<file path="config.mk">
export PLATFORM = sky130hd
export DESIGN_NAME = controller_hub
export DESIGN_NICKNAME = d
export VERILOG_FILES = /design/src/rtl/ctrl_pkg.sv /design/src/rtl/ctrl_debounce.sv /design/src/rtl/controller_hub.sv
export SDC_FILE = /design/constraint.sdc
export NUM_CORES = 1
export LEC_CHECK = 0
export CAP_MARGIN = 20
export CORE_UTILIZATION = 45
export DETAILED_ROUTE_END_ITERATION = 16
export GPL_TIMING_DRIVEN = 0
export PLACE_DENSITY_LB_ADDON = 0.12
export RECOVER_POWER = 100
export SYNTH_ARGS = -nofsm -noshare
export SYNTH_HDL_FRONTEND = slang
export SYNTH_SLANG_ARGS = --single-unit
export TNS_END_PERCENT = 100
</file>
<file path="constraint.sdc">
create_clock -name clk -period 3.3 [get_ports clk]
set_clock_uncertainty 0.1 [all_clocks]
set_input_delay 0.825 -clock clk [delete_from_list [all_inputs] [get_ports clk]]
set_output_delay 0.825 -clock clk [all_outputs]
set_load 0.01 [all_outputs]
</file>
<file path="src/rtl/ctrl_pkg.sv">
// Shared constants and helpers for the multi-player controller front end.
// Used by controller_hub and ctrl_debounce.
package ctrl_pkg;

  localparam int unsigned BTNS_PER_PLAYER = 6;

  localparam int unsigned BTN_LEFT   = 0;
  localparam int unsigned BTN_RIGHT  = 1;
  localparam int unsigned BTN_UP     = 2;
  localparam int unsigned BTN_DOWN   = 3;
  localparam int unsigned BTN_ATTACK = 4;
  localparam int unsigned BTN_SHIELD = 5;

  localparam logic [BTNS_PER_PLAYER-1:0] ACTIVE_LOW_MASK_DEFAULT = 6'b001111;

  typedef logic [BTNS_PER_PLAYER-1:0] btn_vec_t;

  // Opposing directions: left+right cancel out, up wins over down.
  function automatic btn_vec_t socd_clean(input btn_vec_t b);
    btn_vec_t c;
    c = b;
    if (b[BTN_LEFT] && b[BTN_RIGHT]) begin
      c[BTN_LEFT]  = 1'b0;
      c[BTN_RIGHT] = 1'b0;
    end
    if (b[BTN_UP] && b[BTN_DOWN]) begin
      c[BTN_DOWN] = 1'b0;
    end
    return c;
  endfunction

endpackage

</file>
<file path="src/rtl/ctrl_debounce.sv">
// Single-bit input conditioning: synchroniser, polarity fix and debounce counter.
// o_stable is active-high and changes only after DEBOUNCE_CYCLES agreeing samples.
module ctrl_debounce #(
  parameter int unsigned DEBOUNCE_CYCLES = 1000000,
  parameter int unsigned SYNC_STAGES     = 2,
  parameter bit          ACTIVE_LOW      = 1'b0,
  parameter bit          RESET_PIN       = 1'b0
) (
  input  logic clk,
  input  logic rst_n,
  input  logic i_pin,
  output logic o_stable
);

  localparam int unsigned   CntW   = $clog2(DEBOUNCE_CYCLES);
  localparam logic [CntW-1:0] CntMax = CntW'(DEBOUNCE_CYCLES - 1);

  logic [SYNC_STAGES-1:0] r_sync;
  logic [CntW-1:0]        r_cnt;
  logic                   r_stable;
  logic [CntW-1:0]        w_cnt_nxt;
  logic                   w_stable_nxt;
  logic                   w_sample;

  // Reload with the released pin level so reset never looks like a press.
  always_ff @(posedge clk) begin
    if (!rst_n) begin
      r_sync <= {SYNC_STAGES{RESET_PIN}};
    end else begin
      r_sync <= {r_sync[SYNC_STAGES-2:0], i_pin};
    end
  end

  assign w_sample = r_sync[SYNC_STAGES-1] ^ ACTIVE_LOW;

  always_comb begin
    w_cnt_nxt    = r_cnt;
    w_stable_nxt = r_stable;
    if (w_sample == r_stable) begin
      w_cnt_nxt = '0;
    end else if (r_cnt == CntMax) begin
      w_stable_nxt = w_sample;
      w_cnt_nxt    = '0;
    end else begin
      w_cnt_nxt = r_cnt + 1'b1;
    end
  end

  always_ff @(posedge clk) begin
    if (!rst_n) begin
      r_cnt    <= '0;
      r_stable <= 1'b0;
    end else begin
      r_cnt    <= w_cnt_nxt;
      r_stable <= w_stable_nxt;
    end
  end

  assign o_stable = r_stable;

endmodule

</file>
<file path="src/rtl/controller_hub.sv">
// Multi-player controller front end: debounced levels, press/release pulses, attack latch.
// Define CTRL_SOCD_CLEAN_EN to clean opposing directions before the edge logic.
module controller_hub
  import ctrl_pkg::*;
#(
  parameter int unsigned NUM_PLAYERS     = 2,
  parameter int unsigned DEBOUNCE_CYCLES = 1000000,
  parameter int unsigned SYNC_STAGES     = 2,
  parameter logic [BTNS_PER_PLAYER-1:0] ACTIVE_LOW_MASK = ACTIVE_LOW_MASK_DEFAULT
) (
  input  logic                                   clk,
  input  logic                                   rst_n,
  input  logic [NUM_PLAYERS*BTNS_PER_PLAYER-1:0] raw_in,
  output logic [NUM_PLAYERS*BTNS_PER_PLAYER-1:0] btn_level,
  output logic [NUM_PLAYERS*BTNS_PER_PLAYER-1:0] btn_press,
  output logic [NUM_PLAYERS*BTNS_PER_PLAYER-1:0] btn_release,
  output logic [NUM_PLAYERS-1:0]                 attack_pending,
  input  logic [NUM_PLAYERS-1:0]                 attack_ack
);

  localparam int unsigned NumBits = NUM_PLAYERS * BTNS_PER_PLAYER;

  logic [NumBits-1:0]     w_stable;
  logic [NumBits-1:0]     w_level;
  logic [NumBits-1:0]     r_level_q;
  logic [NumBits-1:0]     r_press;
  logic [NumBits-1:0]     r_release;
  logic [NUM_PLAYERS-1:0] r_pending;
  logic [NUM_PLAYERS-1:0] w_pending_nxt;

  for (genvar g = 0; g < NumBits; g++) begin : g_bit
    ctrl_debounce #(
      .DEBOUNCE_CYCLES(DEBOUNCE_CYCLES),
      .SYNC_STAGES    (SYNC_STAGES),
      .ACTIVE_LOW     (ACTIVE_LOW_MASK[g % BTNS_PER_PLAYER]),
      .RESET_PIN      (ACTIVE_LOW_MASK[g % BTNS_PER_PLAYER])
    ) u_debounce (
      .clk     (clk),
      .rst_n   (rst_n),
      .i_pin   (raw_in[g]),
      .o_stable(w_stable[g])
    );
  end

`ifdef CTRL_SOCD_CLEAN_EN
  for (genvar p = 0; p < NUM_PLAYERS; p++) begin : g_socd
    assign w_level[p*BTNS_PER_PLAYER +: BTNS_PER_PLAYER] =
        socd_clean(w_stable[p*BTNS_PER_PLAYER +: BTNS_PER_PLAYER]);
  end
`else
  assign w_level = w_stable;
`endif

  // A fresh press takes priority over a simultaneous ack.
  always_comb begin
    w_pending_nxt = r_pending;
    for (int p = 0; p < NUM_PLAYERS; p++) begin
      w_pending_nxt[p] = r_press[p*BTNS_PER_PLAYER + BTN_ATTACK] |
                         (r_pending[p] & ~attack_ack[p]);
    end
  end

  always_ff @(posedge clk) begin
    if (!rst_n) begin
      r_level_q <= '0;
      r_press   <= '0;
      r_release <= '0;
      r_pending <= '0;
    end else begin
      r_level_q <= w_level;
      r_press   <= w_level & ~r_level_q;
      r_release <= ~w_level & r_level_q;
      r_pending <= w_pending_nxt;
    end
  end

  assign btn_level      = w_level;
  assign btn_press      = r_press;
  assign btn_release    = r_release;
  assign attack_pending = r_pending;

endmodule

</file>
* Word level (Yosys, flattened, before mapping)
Cells that the tools add are included.
** Storage, ports and cells
- Register bits :: 314
- Input port bits :: 16
** Cells by class
- Bitwise logic cells :: 31
- Add/subtract/negate cells :: 12
- Reductions and logical operators :: 24
- Equal/unequal tests :: 24
** Operators with widths (count)
- $add A20 B1 Y20 const B :: 12
- $eq A20 B20 Y1 const B :: 12
- $reduce_or A3 Y1 :: 12
- $and A12 B12 Y12 :: 2
- $not A12 Y12 :: 2
- $reduce_and A2 Y1 :: 12
- $not A1 Y1 :: 23
- $eq A1 B1 Y1 :: 12
- $and A1 B1 Y1 :: 2
- $or A1 B1 Y1 :: 2

* Longest topological paths before layout
Gate-level depths: netlist of run 1.
- Depth after elaboration :: 4
- Depth in mapped cells :: 7
- Gate-level depth less buffers :: 5

* Cells and area by module
Synthesis of run 1 repeated with hierarchy kept, for this count alone.
** Second synthesis, totals
- Cell total of the unflattened synthesis :: 1454
- Area, all modules :: 13789.5 µm²
** By module, submodules not included
- ctrl_debounce at g_bit[0].u_debounce ... :: area an instance 1052.3 µm², cells each 114, times used 8
- ctrl_debounce at g_bit[10].u_debounce ... :: area an instance 1064.8 µm², cells each 115, times used 4
- controller_hub :: area an instance 1112.3 µm², cells each 82, times used 1

* Least setup slack after synthesis of run 1
Ideal clock, no wire load.
- Kind :: register to register
- Start point :: reg g_bit[8].u_debounce.r_cnt[0]
- End point :: reg g_bit[8].u_debounce.r_cnt[10]
- Cell stages (with the launch flop) :: 8
- Buffers on the path :: 2
- Path slack :: 1209 ps
- Data arrival time :: 1864 ps
- Cell sequence :: dfxtp_1 > ha_1 > and3_1 > clkbuf_1 > nand3_1 > o31ai_2 > clkbuf_1 > nor2_1
** On the way
- Longest elaborated chain between the ends :: 2
- Elaborated cells on any way between the ends :: 3
- Classes of those cells :: add/sub: 1; eq/ne: 1; reduce/logical: 1
** RTL lines
- from (decl) :: RTL line ctrl_debounce.sv:19 : logic [CntW-1:0] r_cnt;
- from (signal assigned) :: RTL line ctrl_debounce.sv:54 : r_cnt <= w_cnt_nxt;
- parallel branches: the longest is 2 deep, another holds $add A20 B1 Y20
Parallel ways; which one is timed is not known.
A chain may end at the register's enable or synchronous reset.

* Final worst setup path of run 1
- Start point :: in rst_n
- End point :: reg g_bit[11].u_debounce.r_cnt[7]
** On the way
- Longest elaborated chain between the ends :: 2
** RTL lines
- from (decl) :: RTL line controller_hub.sv:12 : input logic rst_n,
- $not A1 Y1 (no source line)
- $reduce_or A3 Y1 (no source line)
- to (signal assigned) :: RTL line ctrl_debounce.sv:54
- to (decl) :: RTL line ctrl_debounce.sv:19
No other way between the ends.

==> reports/results.tsv, run 1 <==
metric	value	unit
h-tree-depth	2	
path_depth	5	
r2r-start	g_bit[8].u_debounce.r_cnt[0]$_SDFF_PP0_	
netlist_instances	1488	
tightest_slew	1280	ps
synth_edf_count	0	
clockRootBuffer	clkbuf_16	
cp.buffers_inverters	3	
required	3630	ps
synth_top_flop_cell	dfxtp_1	
nFillCells	2726	
startpoint	rst_n	
dieWidth	174	um
layout-drive-gt1-share	0.0542	
multi_input_area	6410	um^2
finalSetupViolCount	0	
place_hpwl	17900	um
maxSlewViolCount	0	
place.port_buffers	53	
synth_seq_cells	314	
worstSetupPathType	input pin to flip-flop	
worst-endpoint-arrival	3410	ps
peakVddDrop	342	uV
yosys_warnings	0	
post-cts-setup-buffer-count	0	
cap_violations	0	
crit_path_start_kind	input pin	
worst_path_max_delay_cell	clkdlybuf4s50_1	
synthArstFlopShare	0	
fp-row-count	62	
antenna_found_initial	1	
syn_to_final_growth	16.8	%
fp.dieArea	30200	um^2
drt_pass1_iterations	5	
grt_pass1_vias	9886	
wirelength	26700	um
route.detailed.drc	0	
clk_latency	510	ps
pin_count	54	
max_freq	0.325	GHz
path_max_fanout	10	
synth.avg_cell_area	8.91	um^2
nets	1608	
slew-limit-headroom	0.139	
placeableCoreArea	28900	um^2
preCtsSetupSlack	-392	ps
layout.cells.non_filler	1990	
drtIter0Drc	470	
crit_path_end_kind	flip-flop	
final_common_cell	dfxtp_1	
clockBufferDepth	3	
tns	0	ps
hold_viol_final	0	
crit_end	g_bit[11].u_debounce.r_cnt[7]$_SDFF_PP0_	
ant_nets	0	
final_cell_mix	dfxtp_1, nor2_1, nand2_1	
worstPathCellList	clkdlybuf4s50_1 -> clkbuf_1 -> o211ai_1 -> clkbuf_1 -> nor2_1	
postCtsResizedCells	0	
r2r_end	g_bit[8].u_debounce.r_cnt[11]$_SDFF_PP0_	
worstHoldPathCells	1	
final.setup.worst_slack	225	ps
wl_per_cell	13.4	um
ff2ff_setup_slack	300	ps
finalCritPeriodShare	0.932	
max_stage_delay	760	ps
hp-class	flip-flop to flip-flop	
r2r.worst_path.cells	7	
start_util	0.460	
grt-ovfl-total	0	
place_congestion	0.791	
viasPerCell	5.27	
yosysUniqueCellTypes	53	
seq_area_frac_synth	0.474	
place_area	14300	um^2
outcome	complete, no violations	
grt_max_degree	14	
syn_nets	1516	
place_inst	1925	
power_leakage	5.03	nW
final_cell_area	15500	um^2
crit_path_frequent_cell	clkbuf_1	
vias	10486	
die_y	174	um
cp_top_family	buffers and inverters	
cts_tree	built	
ctsHoldBuffers	0	
grtUsageTotal	0.178	
regArea	6290	um^2
cts-buffers-inserted	37	
clkSlewWorstSetupHoldPaths	60	ps
grt_first_pass_wirelength	45500	um
rsz0062_at_grt	no	
timing.hold.ws	308	ps
fin_crit	3080	ps
power_density	526	nW/um^2
cts.sinks	314	
netlist_area	13300	um^2
## Yosys cell counts (8+ instances only)
cell type  instances  area share
nand2b_1          18      0.0085
or4_1             49       0.028
xnor2_1           74       0.049
ha_1              12       0.011
and2_1            33       0.016
o31ai_1           40       0.023
dfxtp_1          314        0.47
or3_1             47       0.022
nor3_1            24      0.0091
nor2_1           180       0.051
nand3_1           86       0.032
a21oi_1           86       0.032
and3_1            26       0.012
nor4_1            22       0.010
nor2b_1           12      0.0057
and4_1            20       0.013
nand4_1           47       0.022
xor2_1            75       0.050
o21ai_0           40       0.015
inv_1             53       0.015
nand2_1           91       0.026
buf_4             13      0.0074
clkbuf_1          43       0.012
nor3b_1            8      0.0045
nor4b_1           15      0.0099
## flip-flops by register name, summed over array words and instances (netlist names)
name	count
g_bit.u_debounce.r_cnt	240
g_bit.u_debounce.r_sync	24
btn_press	12
btn_release	12
g_bit.u_debounce.o_stable	12
r_level_q	12
attack_pending	2
## final cells by class
cell class / instances / area share
multi-input combinational: 1058 / 0.414
tap: 384 / 0.0310
clock buffer: 52 / 0.0720
sequential: 314 / 0.406
buffer: 63 / 0.0189
antenna: 1 / 0.000162
clock inverter: 12 / 0.0114
inverter: 53 / 0.0128
timing repair buffer: 53 / 0.0342
## cell families (layout without fill, tap and decap cells)
logic type | after synthesis | in the layout | share of synthesized area
simple gates | 704 | 704 | 0.288
flops | 314 | 314 | 0.474
compound gates | 193 | 193 | 0.0895
xor+xnor | 149 | 149 | 0.0984
buf+inv | 116 | 233 | 0.0384
fa+ha+maj | 12 | 12 | 0.0113
other cells | 0 | 1 | 0
## how the worst min path moves through the flow
stage                                                  start                                       end  slack, ps
finish              g_bit[2].u_debounce.r_sync[0]$_SDFF_PN1_  g_bit[2].u_debounce.r_sync[1]$_SDFF_PN1_        310
global route        g_bit[8].u_debounce.r_sync[0]$_SDFF_PN1_  g_bit[8].u_debounce.r_sync[1]$_SDFF_PN1_        310
CTS                 g_bit[8].u_debounce.r_sync[0]$_SDFF_PN1_  g_bit[8].u_debounce.r_sync[1]$_SDFF_PN1_        310
detailed placement  g_bit[8].u_debounce.r_sync[0]$_SDFF_PN1_  g_bit[8].u_debounce.r_sync[1]$_SDFF_PN1_        290
global placement    g_bit[3].u_debounce.r_sync[0]$_SDFF_PN1_  g_bit[3].u_debounce.r_sync[1]$_SDFF_PN1_        290
floorplan           g_bit[0].u_debounce.r_sync[0]$_SDFF_PN1_  g_bit[0].u_debounce.r_sync[1]$_SDFF_PN1_        290
## power by group
| part | total, mW | internal, mW | switching [mW] |
|---|---|---|---|
| logic | 0.102 | 0.0358 | 0.0662 |
| registers | 3.82 | 3.81 | 0.00968 |
| clock network | 4.22 | 2.67 | 1.55 |
| total | 8.14 | 6.51 | 1.63 |
## worst reg2reg max path, delay by kind of cell (launching register included)
kind | cells | cell delay [ps]
flops | 1 | 370
fa+ha+maj | 1 | 220
compound gates | 1 | 1050
simple gates | 3 | 460
buf+inv | 2 | 670
## stage by stage
stage	util	power, mW
after floorplan	-	3.95
after global placement	0.495	4.01
after detailed placement	0.495	4.01
after CTS	0.539	8.27
after global routing	0.537	8.42
final	0.537	8.14
## metal layers
metal | up-vias | track usage | part of all wire
li1 | 5428 | - | -
met1 | 4883 | 0.233 | 0.49
met2 | 132 | 0.300 | 0.45
met3 | 43 | 0.0298 | 0.037
met4 | 0 | 0.0548 | 0.022
met5 | - | 0 | 0
Note: power is estimated with default switching activity, not from simulation.
==> run 2: changes to the inputs <==
CTS_CLUSTER_DIAMETER = 40   (was unset)
==> run 2 against run 1 <==
  * Hold slack barely moved
  * Die area unchanged
  * Via count is 0.24% higher
  * Routed wire length decreased by 0.17%
  * First-iteration DRC count shrank 14%
  * Fmax rose by 1.8%
  * Total power rose by 3.7%
  * Cell count rose by 0.55%
  * Sequential share of layout area down 0.36 points
  * Sequential power barely moved
  * Critical endpoint unchanged
==> reports/results.tsv, run 2 (same netlist as run 1, synthesis figures left out) <==
metric	value	unit	change
wirelength	26600	um	was 26,700 um
nFillCells	2736		was 2,726
pin_count	54		unchanged
crit_path_start_kind	input pin		unchanged
vias	10511		was 10,486
reg_top3	g_bit.u_debounce.r_cnt (240), g_bit.u_debounce.r_sync (24)		unchanged
routed.top_layer	met4		unchanged
cts_tree	built		unchanged
regMostFlops	g_bit.u_debounce.r_cnt		unchanged
finalPower	8.45	mW	was 8.14 mW
cp_top_family	buffers and inverters		unchanged
peakVddDrop	519	uV	was 342 uV
path_max_fanout	10		unchanged
place_hpwl	17900	um	unchanged
worstSetupPathType	input pin to flip-flop		unchanged
maxSlewViolCount	0		unchanged
crit_path_frequent_cell	clkbuf_1		unchanged
cts-buffers-inserted	43		was 37
start_util	0.460		unchanged
grt-ovfl-total	0		unchanged
fin_crit	3020	ps	was 3080 ps
min_to	g_bit[2].u_debounce.r_sync[1]$_SDFF_PN1_		unchanged
grt_max_degree	15		was 14
dr_wl_met2	11900	um	was 12,100 um
dieWidth	174	um	unchanged
hold_viol_final	0		unchanged
viasPerCell	5.25		was 5.27
max_stage_delay	760	ps	about the same
m1WireLength	13000	um	was 13,100 um
clockRootBuffer	clkbuf_16		unchanged
outcome	complete, no violations		unchanged
power_density	541	nW/um^2	was 526 nW/um^2
timing.hold.ws	308	ps	about the same
clockBufferDepth	3		unchanged
cts.sinks	314		unchanged
placeableCoreArea	28900	um^2	unchanged
required	3650	ps	was 3630 ps
grt_pass1_vias	9833		was 9,886
startpoint	rst_n		unchanged
syn_to_final_growth	17.8	%	was 16.8%
hold_start	g_bit[2].u_debounce.r_sync[0]$_SDFF_PN1_		unchanged
cp.buffers_inverters	3		unchanged
postCtsResizedCells	0		unchanged
clk_latency	520	ps	was 510 ps
grtUsageTotal	0.178		about the same
path_depth	5		unchanged
place_congestion	0.791		unchanged
post-cts-setup-buffer-count	0		unchanged
r2r.worst_path.cells	7		unchanged
finalSetupViolCount	0		unchanged
r2r_end	g_bit[0].u_debounce.r_cnt[7]$_SDFF_PP0_		was g_bit[8].u_debounce.r_cnt[11]$_SDFF_PP0_
finalCritPeriodShare	0.915		was 0.932
multi_input_area	6410	um^2	about the same
ff2ff_setup_slack	300	ps	about the same
drt_pass1_iterations	7		was 5
clkSlewWorstSetupHoldPaths	60	ps	about the same
power_leakage	5.07	nW	was 5.03 nW
ant_nets	0		unchanged
fp.dieArea	30200	um^2	unchanged
fp-row-count	62		unchanged
final_cell_mix	dfxtp_1, nor2_1, nand2_1		unchanged
largest_reg_flops	240		unchanged
final_common_cell	dfxtp_1		unchanged
tightest_slew	1210	ps	was 1280 ps
layout-drive-gt1-share	0.0607		was 0.0542
wl_per_cell	13.3	um	was 13.4 um
nets	1614		was 1,608
r2r-start	g_bit[0].u_debounce.r_cnt[0]$_SDFF_PP0_		was g_bit[8].u_debounce.r_cnt[0]$_SDFF_PP0_
die_y	174	um	unchanged
max_freq	0.331	GHz	was 0.325 GHz
worstHoldPathCells	1		unchanged
place.port_buffers	53		unchanged
met3_length	1130	um	was 980 um
h-tree-depth	2		unchanged
worstPathCellList	clkdlybuf4s50_1 -> clkbuf_1 -> o211ai_1 -> clkbuf_1 -> nor2_1		unchanged
rsz0062_at_grt	no		unchanged
ctsHoldBuffers	0		unchanged
regArea	6290	um^2	unchanged
worst-endpoint-arrival	3370	ps	was 3410 ps
route.detailed.drc	0		unchanged
cap_violations	0		unchanged
crit_path_end_kind	flip-flop		unchanged
slew-limit-headroom	0.184		was 0.139
worst_path_max_delay_cell	clkdlybuf4s50_1		unchanged
tns	0	ps	unchanged
grt_first_pass_wirelength	45500	um	about the same
hp-class	flip-flop to flip-flop		unchanged
antenna_found_initial	1		unchanged
drtIter0Drc	406		was 470
[run 2: area by class of cell]
type,count,share of cell area
clock buffer,50,0.0739
buffer,63,0.0187
inverter,53,0.0127
sequential,314,0.402
antenna,2,0.000320
multi-input combinational,1058,0.410
tap,384,0.0307
timing repair buffer,53,0.0339
clock inverter,24,0.0171
[run 2: metrics by stage]
stage	utilization	cell area, um^2	worst slack, ps	cells
after CTS	0.544	15700	170	1999
after detailed placement	0.495	14300	-392	1925
after global routing	0.541	15600	36.7	1999
after floorplan	-	13300	1210	1488
after global placement	0.495	14300	-341	1925
final	0.542	15600	280	2001
[run 2: worst max-delay path by stage]
stage          slack [ps]                                        to
3_3_place_gp         -340                 btn_release[0]$_SDFF_PN0_
3_5_place_dp         -390   g_bit[9].u_debounce.r_cnt[7]$_SDFF_PP0_
2_1_floorplan        1210  g_bit[8].u_debounce.r_cnt[10]$_SDFF_PP0_
5_1_grt                40   g_bit[6].u_debounce.r_cnt[8]$_SDFF_PP0_
6_report              280  g_bit[11].u_debounce.r_cnt[7]$_SDFF_PP0_
4_1_cts               170   g_bit[9].u_debounce.r_cnt[7]$_SDFF_PP0_
[run 2: report_power, final]
part | leakage, nW | switching, mW | internal, mW
clock | 0.674 | 1.75 | 2.78
sequential | 2.53 | 0.00967 | 3.81
combinational | 1.86 | 0.0654 | 0.0358
[run 2: metal layers]
| metal | vias up | GRT usage |
|---|---|---|
| li1 | 5447 | - |
| met1 | 4860 | 0.232 |
| met2 | 151 | 0.296 |
| met3 | 53 | 0.0357 |
| met4 | 0 | 0.0563 |
| met5 | - | 0 |
